==> config.mk <==
export PLATFORM = sky130hd
export DESIGN_NAME = imem_ctrl
export DESIGN_NICKNAME = d
export VERILOG_FILES = /design/src/rtl/imem_ctrl_pkg.sv /design/src/rtl/imem_wait_counter.sv /design/src/rtl/imem_ctrl.sv
export SDC_FILE = /design/constraint.sdc
export NUM_CORES = 1
export LEC_CHECK = 0
export BUFFER_PORTS_ARGS = -buffer_cell sky130_fd_sc_hd__clkbuf_2
export CAP_MARGIN = 15
export CORE_ASPECT_RATIO = 0.9
export CORE_MARGIN = 2
export CORE_UTILIZATION = 40
export DETAILED_ROUTE_END_ITERATION = 12
export PLACE_DENSITY = 0.73
export SLEW_MARGIN = 20
export SYNTH_ARGS = -nofsm -noshare
export SYNTH_HDL_FRONTEND = slang
export SYNTH_HIERARCHICAL = 1
export SYNTH_SLANG_ARGS = --single-unit
==> constraint.sdc <==
create_clock -name clk -period 5.51 [get_ports clk]
set_input_delay 1.3775 -clock clk [delete_from_list [all_inputs] [get_ports clk]]
set_output_delay 1.3775 -clock clk [all_outputs]
set_load 0.01 [all_outputs]
==> src/rtl/imem_ctrl_pkg.sv <==
// Shared definitions for the instruction-SRAM controller: FSM state encoding,
// wait-state limits and the wait counter width.
package imem_ctrl_pkg;

    typedef enum logic [1:0] {
        ST_IDLE  = 2'd0,
        ST_F_ACC = 2'd1,
        ST_L_ACC = 2'd2
    } imem_state_t;

    localparam int WAIT_STATES_MAX = 15;
    localparam int CNT_W           = 4;

    // Out-of-range wait-state settings clamp rather than wrap into a short access.
    function automatic logic [CNT_W-1:0] ws_to_cnt(input int ws);
        logic [CNT_W-1:0] r;
        if (ws > WAIT_STATES_MAX)
            r = CNT_W'(WAIT_STATES_MAX);
        else if (ws < 0)
            r = '0;
        else
            r = CNT_W'(ws);
        return r;
    endfunction

endpackage

==> src/rtl/imem_wait_counter.sv <==
// Wait-state down-counter: loads at access start, decrements while an access is
// active and saturates at zero so a stray decrement can never wrap.
module imem_wait_counter
    import imem_ctrl_pkg::*;
#(
    parameter int W = CNT_W
) (
    input  logic         clk,
    input  logic         rst_n,
    input  logic         i_load,
    input  logic [W-1:0] i_load_val,
    input  logic         i_dec,
    output logic         o_zero
);

    logic [W-1:0] r_cnt;

    always_ff @(posedge clk or negedge rst_n) begin
        if (!rst_n)
            r_cnt <= '0;
        else if (i_load)
            r_cnt <= i_load_val;
        else if (i_dec && (r_cnt != '0))
            r_cnt <= r_cnt - 1'b1;
    end

    assign o_zero = (r_cnt == '0);

endmodule

==> src/rtl/imem_ctrl.sv <==
// Instruction-SRAM controller: arbitrates the single SRAM port between fetch and
// the program loader. Optional one-entry fetch hit buffer under IMEM_HIT_BUF_EN.
module imem_ctrl
    import imem_ctrl_pkg::*;
#(
    parameter int PC_DATA_WIDTH     = 20,
    parameter int INSTRUCTION_WIDTH = 32,
    parameter int WAIT_STATES       = 2
) (
    input  logic                         clk,
    input  logic                         rst_n,
    input  logic                         fetch_req_in,
    input  logic [PC_DATA_WIDTH-1:0]     fetch_addr_in,
    input  logic                         flush_in,
    output logic [INSTRUCTION_WIDTH-1:0] fetch_data_out,
    output logic                         fetch_ack_out,
    output logic                         fetch_stall_out,
    input  logic                         ldr_req_in,
    input  logic                         ldr_we_in,
    input  logic [PC_DATA_WIDTH-1:0]     ldr_addr_in,
    input  logic [INSTRUCTION_WIDTH-1:0] ldr_wdata_in,
    output logic [INSTRUCTION_WIDTH-1:0] ldr_rdata_out,
    output logic                         ldr_done_out,
    output logic [PC_DATA_WIDTH-1:0]     sram_addr_out,
    output logic [INSTRUCTION_WIDTH-1:0] sram_wdata_out,
    input  logic [INSTRUCTION_WIDTH-1:0] sram_rdata_in,
    output logic                         sram_ce_n_out,
    output logic                         sram_we_n_out
);

    localparam logic [CNT_W-1:0] LP_WS = ws_to_cnt(WAIT_STATES);

    imem_state_t                  r_state;
    imem_state_t                  w_state_nxt;
    logic [PC_DATA_WIDTH-1:0]     r_addr;
    logic [INSTRUCTION_WIDTH-1:0] r_wdata;
    logic                         r_we;
    logic [INSTRUCTION_WIDTH-1:0] r_ldr_rdata;

    logic                         w_cnt_zero;
    logic                         w_start_f;
    logic                         w_start_l;
    logic                         w_f_done;
    logic                         w_l_done;
    logic                         w_active;
    logic                         w_hit;
    logic [INSTRUCTION_WIDTH-1:0] w_hit_data;

    assign w_active = (r_state == ST_F_ACC) || (r_state == ST_L_ACC);

    imem_wait_counter #(
        .W (CNT_W)
    ) u_wait_cnt (
        .clk        (clk),
        .rst_n      (rst_n),
        .i_load     (w_start_f | w_start_l),
        .i_load_val (LP_WS),
        .i_dec      (w_active),
        .o_zero     (w_cnt_zero)
    );

    // Loader wins in IDLE; a flush only matters while a fetch read is in flight.
    always_comb begin
        w_state_nxt = r_state;
        w_start_f   = 1'b0;
        w_start_l   = 1'b0;
        w_f_done    = 1'b0;
        w_l_done    = 1'b0;
        case (r_state)
            ST_IDLE: begin
                if (ldr_req_in) begin
                    w_state_nxt = ST_L_ACC;
                    w_start_l   = 1'b1;
                end else if (fetch_req_in && !w_hit) begin
                    w_state_nxt = ST_F_ACC;
                    w_start_f   = 1'b1;
                end
            end
            ST_F_ACC: begin
                if (flush_in) begin
                    w_state_nxt = ST_IDLE;
                end else if (w_cnt_zero) begin
                    w_state_nxt = ST_IDLE;
                    w_f_done    = 1'b1;
                end
            end
            ST_L_ACC: begin
                if (w_cnt_zero) begin
                    w_state_nxt = ST_IDLE;
                    w_l_done    = 1'b1;
                end
            end
            default: w_state_nxt = ST_IDLE;
        endcase
    end

    always_ff @(posedge clk or negedge rst_n) begin
        if (!rst_n) begin
            r_state     <= ST_IDLE;
            r_addr      <= '0;
            r_wdata     <= '0;
            r_we        <= 1'b0;
            r_ldr_rdata <= '0;
        end else begin
            r_state <= w_state_nxt;
            if (w_start_l) begin
                r_addr  <= ldr_addr_in;
                r_wdata <= ldr_wdata_in;
                r_we    <= ldr_we_in;
            end else if (w_start_f) begin
                r_addr <= fetch_addr_in;
                r_we   <= 1'b0;
            end
            if (w_l_done && !r_we)
                r_ldr_rdata <= sram_rdata_in;
        end
    end

`ifdef IMEM_HIT_BUF_EN
    logic                         r_buf_vld;
    logic [PC_DATA_WIDTH-1:0]     r_buf_addr;
    logic [INSTRUCTION_WIDTH-1:0] r_buf_data;

    // Any loader write to the buffered word makes the copy stale.
    always_ff @(posedge clk or negedge rst_n) begin
        if (!rst_n) begin
            r_buf_vld  <= 1'b0;
            r_buf_addr <= '0;
            r_buf_data <= '0;
        end else if (w_f_done) begin
            r_buf_vld  <= 1'b1;
            r_buf_addr <= r_addr;
            r_buf_data <= sram_rdata_in;
        end else if ((r_state == ST_L_ACC) && r_we && (r_addr == r_buf_addr)) begin
            r_buf_vld <= 1'b0;
        end
    end

    assign w_hit      = (r_state == ST_IDLE) && fetch_req_in && !ldr_req_in &&
                        r_buf_vld && (fetch_addr_in == r_buf_addr);
    assign w_hit_data = r_buf_data;
`else
    assign w_hit      = 1'b0;
    assign w_hit_data = '0;
`endif

    assign sram_ce_n_out   = !w_active;
    assign sram_we_n_out   = !((r_state == ST_L_ACC) && r_we);
    assign sram_addr_out   = r_addr;
    assign sram_wdata_out  = r_wdata;

    assign fetch_ack_out   = w_f_done | w_hit;
    assign fetch_data_out  = w_hit    ? w_hit_data    :
                             w_f_done ? sram_rdata_in : '0;
    assign fetch_stall_out = fetch_req_in & ~fetch_ack_out;

    // Read data passes straight through on the done cycle and is held afterwards.
    assign ldr_done_out    = w_l_done;
    assign ldr_rdata_out   = (w_l_done && !r_we) ? sram_rdata_in : r_ldr_rdata;

endmodule

Word level (Yosys, flattened, before mapping)
Cells that the tools add are included.

Register bits after elaboration: 91. Output and inout port bits: 121. Word-level logic and storage cells: 47.

Add/subtract/negate cells: 1. Eq/ne operators: 3. Multiplexer cells: 22. Bitwise logic cells: 3. Reductions and logical operators: 12.

Operators by type and width (number): 2-to-1 mux 32 bit (2); 2-to-1 mux 20 bit (2); 2-to-1 mux 1 bit (11); 2-to-1 mux 2 bit (4); 2-to-1 mux 4 bit (2); case mux 2 bit (3 select lines) (1); logical NOT 4 bit (1); nonzero test 2 bit (2); nonzero test 4 bit (1); subtractor 4 x 1 -> 4 bit, second input constant (1); logical AND 1 bit (3); logical NOT 1 bit (3); != test 3 bit, second input constant (1); == test 2 x 1 -> 1 bit, second input constant (1); == test 2 bit, second input constant (1); logical NOT 2 bit (1); AND 1 bit (1); logical OR 1 bit (1); NOT 1 bit (1); OR 1 bit (1).

Longest topological paths before layout
Gate-level depths: netlist (run 1).

Depth in word-level cells: 6. Depth in mapped cells: 9. Mapped depth without buffers: 7.

Hierarchy
Netlist (run 1), hierarchy kept.

By module, submodules not included: imem_ctrl (instances 1, cells an instance 294, area each 3940.0 µm², seq. area each 2177.1 µm²); imem_wait_counter (instances 1, cells an instance 27, area each 252.7 µm², seq. area each 100.1 µm²).

Worst setup path after synthesis (run 1)
OpenSTA, ideal clock, no wires.

Kind: input port to output port. Start point: input port flush_in. End point: output port fetch_data_out[10]. Arrival: 2.065 ns. Data required time: 4.133 ns. Setup slack: 2.067 ns. Stages on the path: 3. Path buffers: 1. Cells stage by stage: nor2b_1 > clkbuf_1 > and3_1.

Cells in the longest elaborated chain, start to end: 3.

RTL lines: start: declaration (RTL line imem_ctrl.sv:14) `input logic flush_in,`; 2-to-1 mux 1 bit (RTL line imem_ctrl.sv:80) `if (flush_in) begin`; 2-to-1 mux 1 bit (RTL line imem_ctrl.sv:69) `case (r_state)`; 2-to-1 mux 32 bit (RTL line imem_ctrl.sv:154) `w_f_done ? sram_rdata_in : '0;`; end: declaration (RTL line imem_ctrl.sv:15) `output logic [INSTRUCTION_WIDTH-1:0] fetch_data_out,`.

Every way passes these cells.

Final worst setup path (run 1)
Start point: register u_wait_cnt.r_cnt[0]. End point: output port ldr_rdata_out[12].

Cells in the longest elaborated chain, start to end: 5.

RTL lines: start: declaration (RTL line imem_wait_counter.sv:16) `logic [W-1:0] r_cnt;`; start signal: assignment (RTL line imem_wait_counter.sv:22) `r_cnt <= i_load_val;`; start signal: assignment (RTL line imem_wait_counter.sv:24) `r_cnt <= r_cnt - 1'b1;`; logical NOT 4 bit (RTL line imem_wait_counter.sv:27) `assign o_zero = (r_cnt == '0);`; named net w_cnt_zero (RTL line imem_ctrl.sv:40) `logic w_cnt_zero;`; 2-to-1 mux 1 bit (RTL line imem_ctrl.sv:88) `if (w_cnt_zero) begin`; 2-to-1 mux 1 bit (RTL line imem_ctrl.sv:69); logical AND 1 bit (RTL line imem_ctrl.sv:159) `assign ldr_rdata_out = (w_l_done && !r_we) ? sram_rdata_in : r_ldr_rdata;`; 2-to-1 mux 32 bit; end: declaration (RTL line imem_ctrl.sv:22) `output logic [INSTRUCTION_WIDTH-1:0] ldr_rdata_out,`.

The timed path passes the listed nets, and every way through them passes these cells.

==> run_results.csv, run 1 <==
group,metric,value,unit
place,place.gp.congestion,0.832,
sta,setup_viol,0,
final_layout,diodes,0,
clock_tree,cts.sinks,91,
routing,met1_length,4030,um
global_route,overflow,0,
final_layout,final_cells,680,
synthesis,avgSynthCellArea,13.1,sq um
synthesis,synthArstFlopShare,100,%
place,dp.cells,664,
setup_path,path_class,"flop to output pin",
clock_tree,h-tree-depth,3,
routing,wl_met3,773,um
sta,worst_slew_pin_slew,1020,ps
setup_path,endpoint_kind,"output pin",
sta,rsz0062_at_grt,"false",
floorplan,core-area,10200,sq um
setup_path,start_kind,"flop",
setup_path,crit_family,"simple AND/OR/NAND/NOR gates",
final_layout,drive_above_1_share,58.8,%
synthesis,synth-edff-count,0,
global_route,grt_pass1_wl,16100,um
clock_tree,cts_root_buf,"clkbuf_16",
sta,finalHoldViolCount,0,
setup_path,arrival,3280,ps
routing,routedWlPerCell,15.2,um
routing,drtAntennaViolNets,0,
floorplan,die_h,101,um
setup_path,cp_cell_sequence,"inv_1 > ha_1 > or3b_4 > inv_1 > and2_4 > nand2b_4 > mux2_4 > clkbuf_2",
sta,setup_tns,0,ps
place,dp_hpwl,7710,um
synthesis,syn_area,4190,sq um
clock_tree,cts_tree,"yes",
floorplan,io_pins,231,
clock_tree,cts_hold_buf,0,
worst_hold_path,hp-class,"flop to flop",
clock_tree,worstSkewPairLatency,340,ps
setup_path,cp.required,4130,ps
setup_path,cp_slowest_cell,"inv_1",
setup_path,cp_slowest_stage_delay,610,ps
floorplan,die_w,112,um
routing,drt_wl_total,10300,um
synthesis,yosysSeqAreaShare,54.3,%
global_route,track_usage,18.1,%
final_layout,n_fill_cell,895,
global_route,grt_start_max_net_pins,92,
final_layout,areaGrowthSynthToFinish,36.3,%
setup_path,rr_startpoint,"u_wait_cnt/r_cnt[0]$_DFFE_PN0P_",
sta,period_needed,4660,ps
clock_tree,post_cts_buffers,0,
sta,final.period_utilization,84.6,%
power,ir_worst_vdd,0.293,mV
clock_tree,cts_inserted_buffers,9,
power,power_density,561,nW/um^2
clock_tree,cts_buffer_depth,2,
setup_path,cp.buffers_inverters,3,
worst_hold_path,min_from,"sram_addr_out[16]$_DFFE_PN0P_",
routing,vias_per_cell,4.83,
sta,max_freq,215,MHz
power,leakagePower,3.25,nW
global_route,first_global_vias,3285,
clock_tree,cts_resized,0,
routing,drc,0,
flow_run,cap_violations,0,
sta,finalClockSkew,8.52,ps
place,port_buffers,230,
final_layout,nets,662,
routing,drtIter0Drc,152,
routing,via_count,3281,
routing,dr.max_layer_used,"met4",
routing,wl_met2,5350,um
synthesis,ys_types,37,
global_route,antenna_found_initial,0,
routing,dr.pass1.iters,4,
floorplan,start_util,41.1,%
sta,slew_violations,0,
setup_path,crit_path_frequent_cell,"inv_1",
outcome,status,"finished clean",
synthesis,syn_inst,321,
synthesis,ys_warn_count,6,
synthesis,ys.flop_type,"dfrtp_1",
setup_path,crit_path_max_fanout,35,
floorplan,row_count,35,
clock_tree,path_clk_slew,60,ps
floorplan,dieArea,11300,sq um
setup_path,startpoint,"u_wait_cnt/r_cnt[0]$_DFFE_PN0P_",
synthesis,synth.ff_latch_count,91,
sta,slew_headroom,31.5,%
cell type report:
type	instances	area [sq um]	area share, %
Clock inverter	6	72.6	1.27
Multi-Input combinational cell	203	1760	30.8
Timing Repair Buffer	232	1170	20.5
Tap cell	129	161	2.82
Inverter	9	33.8	0.591
Clock buffer	10	239	4.18
Sequential cell	91	2280	39.8
stage by stage:
| stage | hold WS (ps) | util (%) | setup WS [ps] | power (mW) | cell area (sq um) |
|---|---|---|---|---|---|
| 2_1_floorplan | 488 | - | 2070 | 2.06 | 4200 |
| 3_3_place_gp | 464 | 52.9 | 1330 | 2.55 | 5400 |
| 3_5_place_dp | 473 | 53.0 | 1190 | 2.60 | 5410 |
| 4_1_cts | 487 | 56.0 | 825 | 3.25 | 5720 |
| 5_1_grt | 506 | 56.0 | 639 | 3.43 | 5720 |
| 6_report | 480 | 56.0 | 848 | 3.21 | 5720 |
cell usage in the layout (no fill, tap or decap), types with 2 or more instances in the layout:
master and n:
o31a_1 2, mux2_4 30, clkbuf_2 229, o21ai_0 22
and3_1 30, conb_1 4, and3_2 2, buf_4 2
mux2_2 34, ha_1 6, clkinv_4 2, inv_6 2
dfrtp_1 91, inv_1 9, nand2b_1 2, a21oi_1 4
clkbuf_16 9, nand2_1 26, mux2i_1 20
layer usage:
| layer | vias up | global-route usage [%] |
|---|---|---|
| li1 | 1570 | - |
| met1 | 1548 | 20.2 |
| met2 | 148 | 33.5 |
| met3 | 15 | 5.11 |
| met4 | 0 | 6.08 |
| met5 | - | 0 |
tightest hold or removal path: cells and delay by family, from the launching register on:
family | cells | cell delay, ps
AND/OR/NAND/NOR | 1 | 40
flip-flops | 1 | 340
AO/OA/AOI/OAI | 1 | 60
where the power goes:
group	switching (mW)	internal, mW	total (mW)
sequential	0.157	1.01	1.17
clock	0.262	0.369	0.630
combinational	0.715	0.695	1.41
synth_stat cells, drive strengths merged, types with 3 or more instances:
| cell type | instances | area, sq um |
|---|---|---|
| dfrtp | 91 | 2280 |
| mux2 | 64 | 833 |
| and3 | 33 | 214 |
| nand2 | 27 | 101 |
| o21ai | 24 | 120 |
| mux2i | 20 | 200 |
| buf | 10 | 100 |
| clkbuf | 10 | 37.5 |
| inv | 9 | 33.8 |
| ha | 6 | 75.1 |
| a21oi | 4 | 20.0 |
| nand2b | 3 | 26.3 |
kinds of logic (layout without fill, tap and decap cells):
logic type | after synthesis | after routing | synth area share, %
flip-flops | 91 | 91 | 54.3
AO/OA/AOI/OAI | 36 | 36 | 5.01
adder cells (fa/ha/maj) | 6 | 6 | 1.79
buffers and inverters | 29 | 257 | 4.09
other | 2 | 4 | 0.179
AND/OR/NAND/NOR | 73 | 73 | 9.97
multiplexers | 84 | 84 | 24.6
sequential cells by signal (all words and copies together) (netlist names):
register	flops
r_ldr_rdata	32
sram_wdata_out	32
sram_addr_out	20
u_wait_cnt/r_cnt	4
r_state	2
r_we	1
worst paths after layout:
check	end	slack [ps]	cells after the start
max in group asynchronous	u_wait_cnt/r_cnt[0]$_DFFE_PN0P_	3830	1
worst min-delay path	sram_addr_out[16]$_DFFE_PN0P_	480	2
min in group asynchronous	r_ldr_rdata[19]$_DFF_PN0_	1110	1
worst max-delay path	ldr_rdata_out[12]	850	8
worst min register to register	sram_addr_out[16]$_DFFE_PN0P_	480	2
worst max register to register	r_ldr_rdata[13]$_DFF_PN0_	2570	7
Note: power is estimated with default switching activity, not from simulation.
==> run 2, diff against run 1 <==
--- a/config.mk
+++ b/config.mk
@@ -5,13 +5,14 @@
 export SDC_FILE = /design/constraint.sdc
 export NUM_CORES = 1
 export LEC_CHECK = 0
+export ABC_AREA = 1
 export BUFFER_PORTS_ARGS = -buffer_cell sky130_fd_sc_hd__clkbuf_2
 export CAP_MARGIN = 15
 export CORE_ASPECT_RATIO = 0.9
 export CORE_MARGIN = 2
 export CORE_UTILIZATION = 40
 export DETAILED_ROUTE_END_ITERATION = 12
-export PLACE_DENSITY = 0.73
+export PLACE_DENSITY = 0.76
 export SLEW_MARGIN = 20
 export SYNTH_ARGS = -nofsm -noshare
 export SYNTH_HDL_FRONTEND = slang
==> constraint.sdc (replaced) <==
create_clock -name clk -period 4.1 [get_ports clk]
set_input_delay 1.025 -clock clk [delete_from_list [all_inputs] [get_ports clk]]
set_output_delay 1.025 -clock clk [all_outputs]
set_load 0.01 [all_outputs]
==> run_results.csv, run 2 <==
group,metric,value,unit
sta,setup_viol,0,
synthesis,avgSynthCellArea,7.64,sq um
sta,period_needed,3050,ps
setup_path,path_class,"flop to output pin",
clock_tree,cts_resized,0,
routing,drt_wl_total,10500,um
setup_path,cp.required,3070,ps
clock_tree,cts_root_buf,"clkbuf_16",
global_route,met1_usage,25.3,%
synthesis,ys_types,21,
synthesis,yosysSeqAreaShare,54.3,%
routing,drtAntennaViolNets,0,
global_route,track_usage,19.2,%
clock_tree,path_clk_slew,70,ps
setup_path,rr_startpoint,"r_state[0]$_DFFE_PN0P_",
final_layout,n_fill_cell,976,
synthesis,ys.flop_type,"dfrtp_1",
synthesis,synth.most_common_cell,"nand2_1",
global_route,use_met3,4.73,%
synthesis,synth_top_cell_area_share,54.3,%
final_layout,nets,890,
worst_hold_path,hp-class,"flop to flop",
final_layout,drive_above_1_share,33.7,%
power,leakagePower,3.61,nW
clock_tree,cts_hold_buf,0,
clock_tree,worstSkewPairLatency,330,ps
routing,drc,0,
synthesis,syn_inst,549,
clock_tree,h-tree-depth,3,
sta,slew_headroom,53.0,%
sta,finalHoldViolCount,0,
outcome,status,"finished clean",
setup_path,endpoint_kind,"output pin",
sta,worst_slew_pin_slew,704,ps
place,dp.cells,892,
clock_tree,cts.sinks,91,
place,place.gp.congestion,0.767,
sta,setup_tns,0,ps
sta,slew_violations,0,
sta,rsz0062_at_grt,"false",
floorplan,die_w,112,um
global_route,first_global_vias,3844,
final_layout,final_common_cell,"nand2_1",
setup_path,crit_path_max_fanout,64,
clock_tree,cts_buffer_depth,2,
floorplan,row_count,35,
synthesis,syn_area,4190,sq um
synthesis,synth.ff_latch_count,91,
floorplan,die_h,101,um
routing,drtIter0Drc,216,
clock_tree,post_cts_buffers,0,
routing,dr.pass1.iters,4,
clock_tree,cts_inserted_buffers,9,
flow_run,cap_violations,0,
final_layout,areaGrowthSynthToFinish,38.3,%
global_route,antenna_found_initial,0,
synthesis,synthArstFlopShare,100,%
floorplan,start_util,41.1,%
global_route,grt_start_max_net_pins,65,
setup_path,start_kind,"flop",
place,port_buffers,230,
global_route,overflow,0,
setup_path,arrival,2020,ps
place,dp_hpwl,7900,um
sta,finalClockSkew,11.0,ps
power,ir_worst_vdd,0.321,mV
synthesis,ys_warn_count,6,
routing,routedWlPerCell,11.5,um
synthesis,yosysTopAreaCell,"dfrtp_1",
synthesis,synth_area_leaders,"dfrtp_1 54%, nand2_1 24%, inv_1 4.2%",
routing,vias_per_cell,4.46,
global_route,grt_pass1_wl,17700,um
synthesis,yosys-top-cells-count,"267 x nand2_1, 91 x dfrtp_1, 47 x inv_1, 38 x nor2_1, 32 x o21ai_1",
sta,max_freq,328,MHz
final_layout,final_cells,907,
synthesis,synth-edff-count,0,
routing,via_count,4049,
final_layout,diodes,0,
floorplan,io_pins,231,
global_route,busiest_layer,"met2",
floorplan,core-area,10200,sq um
sta,hold_slack,478,ps
clock_tree,cts_tree,"yes",
final_layout,mostFrequentLayoutCells,"267 x nand2_1, 229 x clkbuf_2, 91 x dfrtp_1",
sta,final.period_utilization,74.3,%
global_route,met2_usage,31.6,%
worst_hold_path,min_from,"sram_wdata_out[29]$_DFFE_PN0P_",
floorplan,dieArea,11300,sq um
setup_path,startpoint,"u_wait_cnt/r_cnt[0]$_DFFE_PN0P_",
power,power_density,747,nW/um^2
[run 2: worst paths after layout]
kind	endpoint	slack [ps]	cells past startpoint
hold reg to reg	sram_wdata_out[29]$_DFFE_PN0P_	480	2
max in group asynchronous	sram_addr_out[7]$_DFFE_PN0P_	2780	2
setup reg to reg	u_wait_cnt/r_cnt[3]$_DFFE_PN0P_	1810	9
min in group asynchronous	r_ldr_rdata[18]$_DFF_PN0_	560	1
setup / recovery	ldr_rdata_out[4]	1050	10
hold / removal	sram_wdata_out[29]$_DFFE_PN0P_	480	2
[run 2: final cells by class]
type                            instances  area [sq um]  area share (%)
Multi-Input combinational cell        385          1610            27.7
Clock buffer                           10           239            4.12
Sequential cell                        91          2280            39.2
Timing Repair Buffer                  237          1220            21.0
Inverter                               50           190            3.28
Tap cell                              129           161            2.78
Clock inverter                          5           110            1.90
[run 2: per-layer routing]
metal  share of wire [%]  wire length, um
met1                  45             4700
met2                  46             4790
met3                 7.5              788
met4                 1.7              176
met5                   0                0
[run 2: cell families (layout without fill, tap and decap cells)]
| kind of cell | count (synthesis) | count (layout) | synth area share [%] |
|---|---|---|---|
| and+or+nand+nor | 320 | 320 | 29.6 |
| DFF | 91 | 91 | 54.3 |
| buffers and inverters | 75 | 302 | 7.61 |
| AOI/OAI and AO/OA | 55 | 55 | 6.56 |
| adders and majority gates | 6 | 6 | 1.79 |
| other | 2 | 4 | 0.179 |
[run 2: critical path, stage by stage (launching register included)]
cell and delay, ps:
dfrtp_1 390, inv_1 100, ha_1 220, nand2_2 90, inv_1 120, nand2_1 60, inv_1 70, nand2_2 60
buf_12 190, o21ai_1 220, clkbuf_2 180
[run 2: stage by stage]
stage                     utilization (%)  area, sq um  total power [mW]  worst slack (ps)
after floorplan                         -         4200              2.67              1470
final                                56.9         5800              4.33              1050
after global routing                 56.9         5800              4.74               846
after CTS                            56.9         5800              4.39              1030
after detailed placement             53.4         5450              3.42              1260
after global placement               53.4         5450              3.37              1300
[run 2: power breakdown]
group,total [mW],leakage (nW),switching (mW),internal (mW)
Combinational,1.85,2.33,1.15,0.695
Sequential,1.53,1.11,0.195,1.34
Clock,0.952,0.171,0.337,0.614
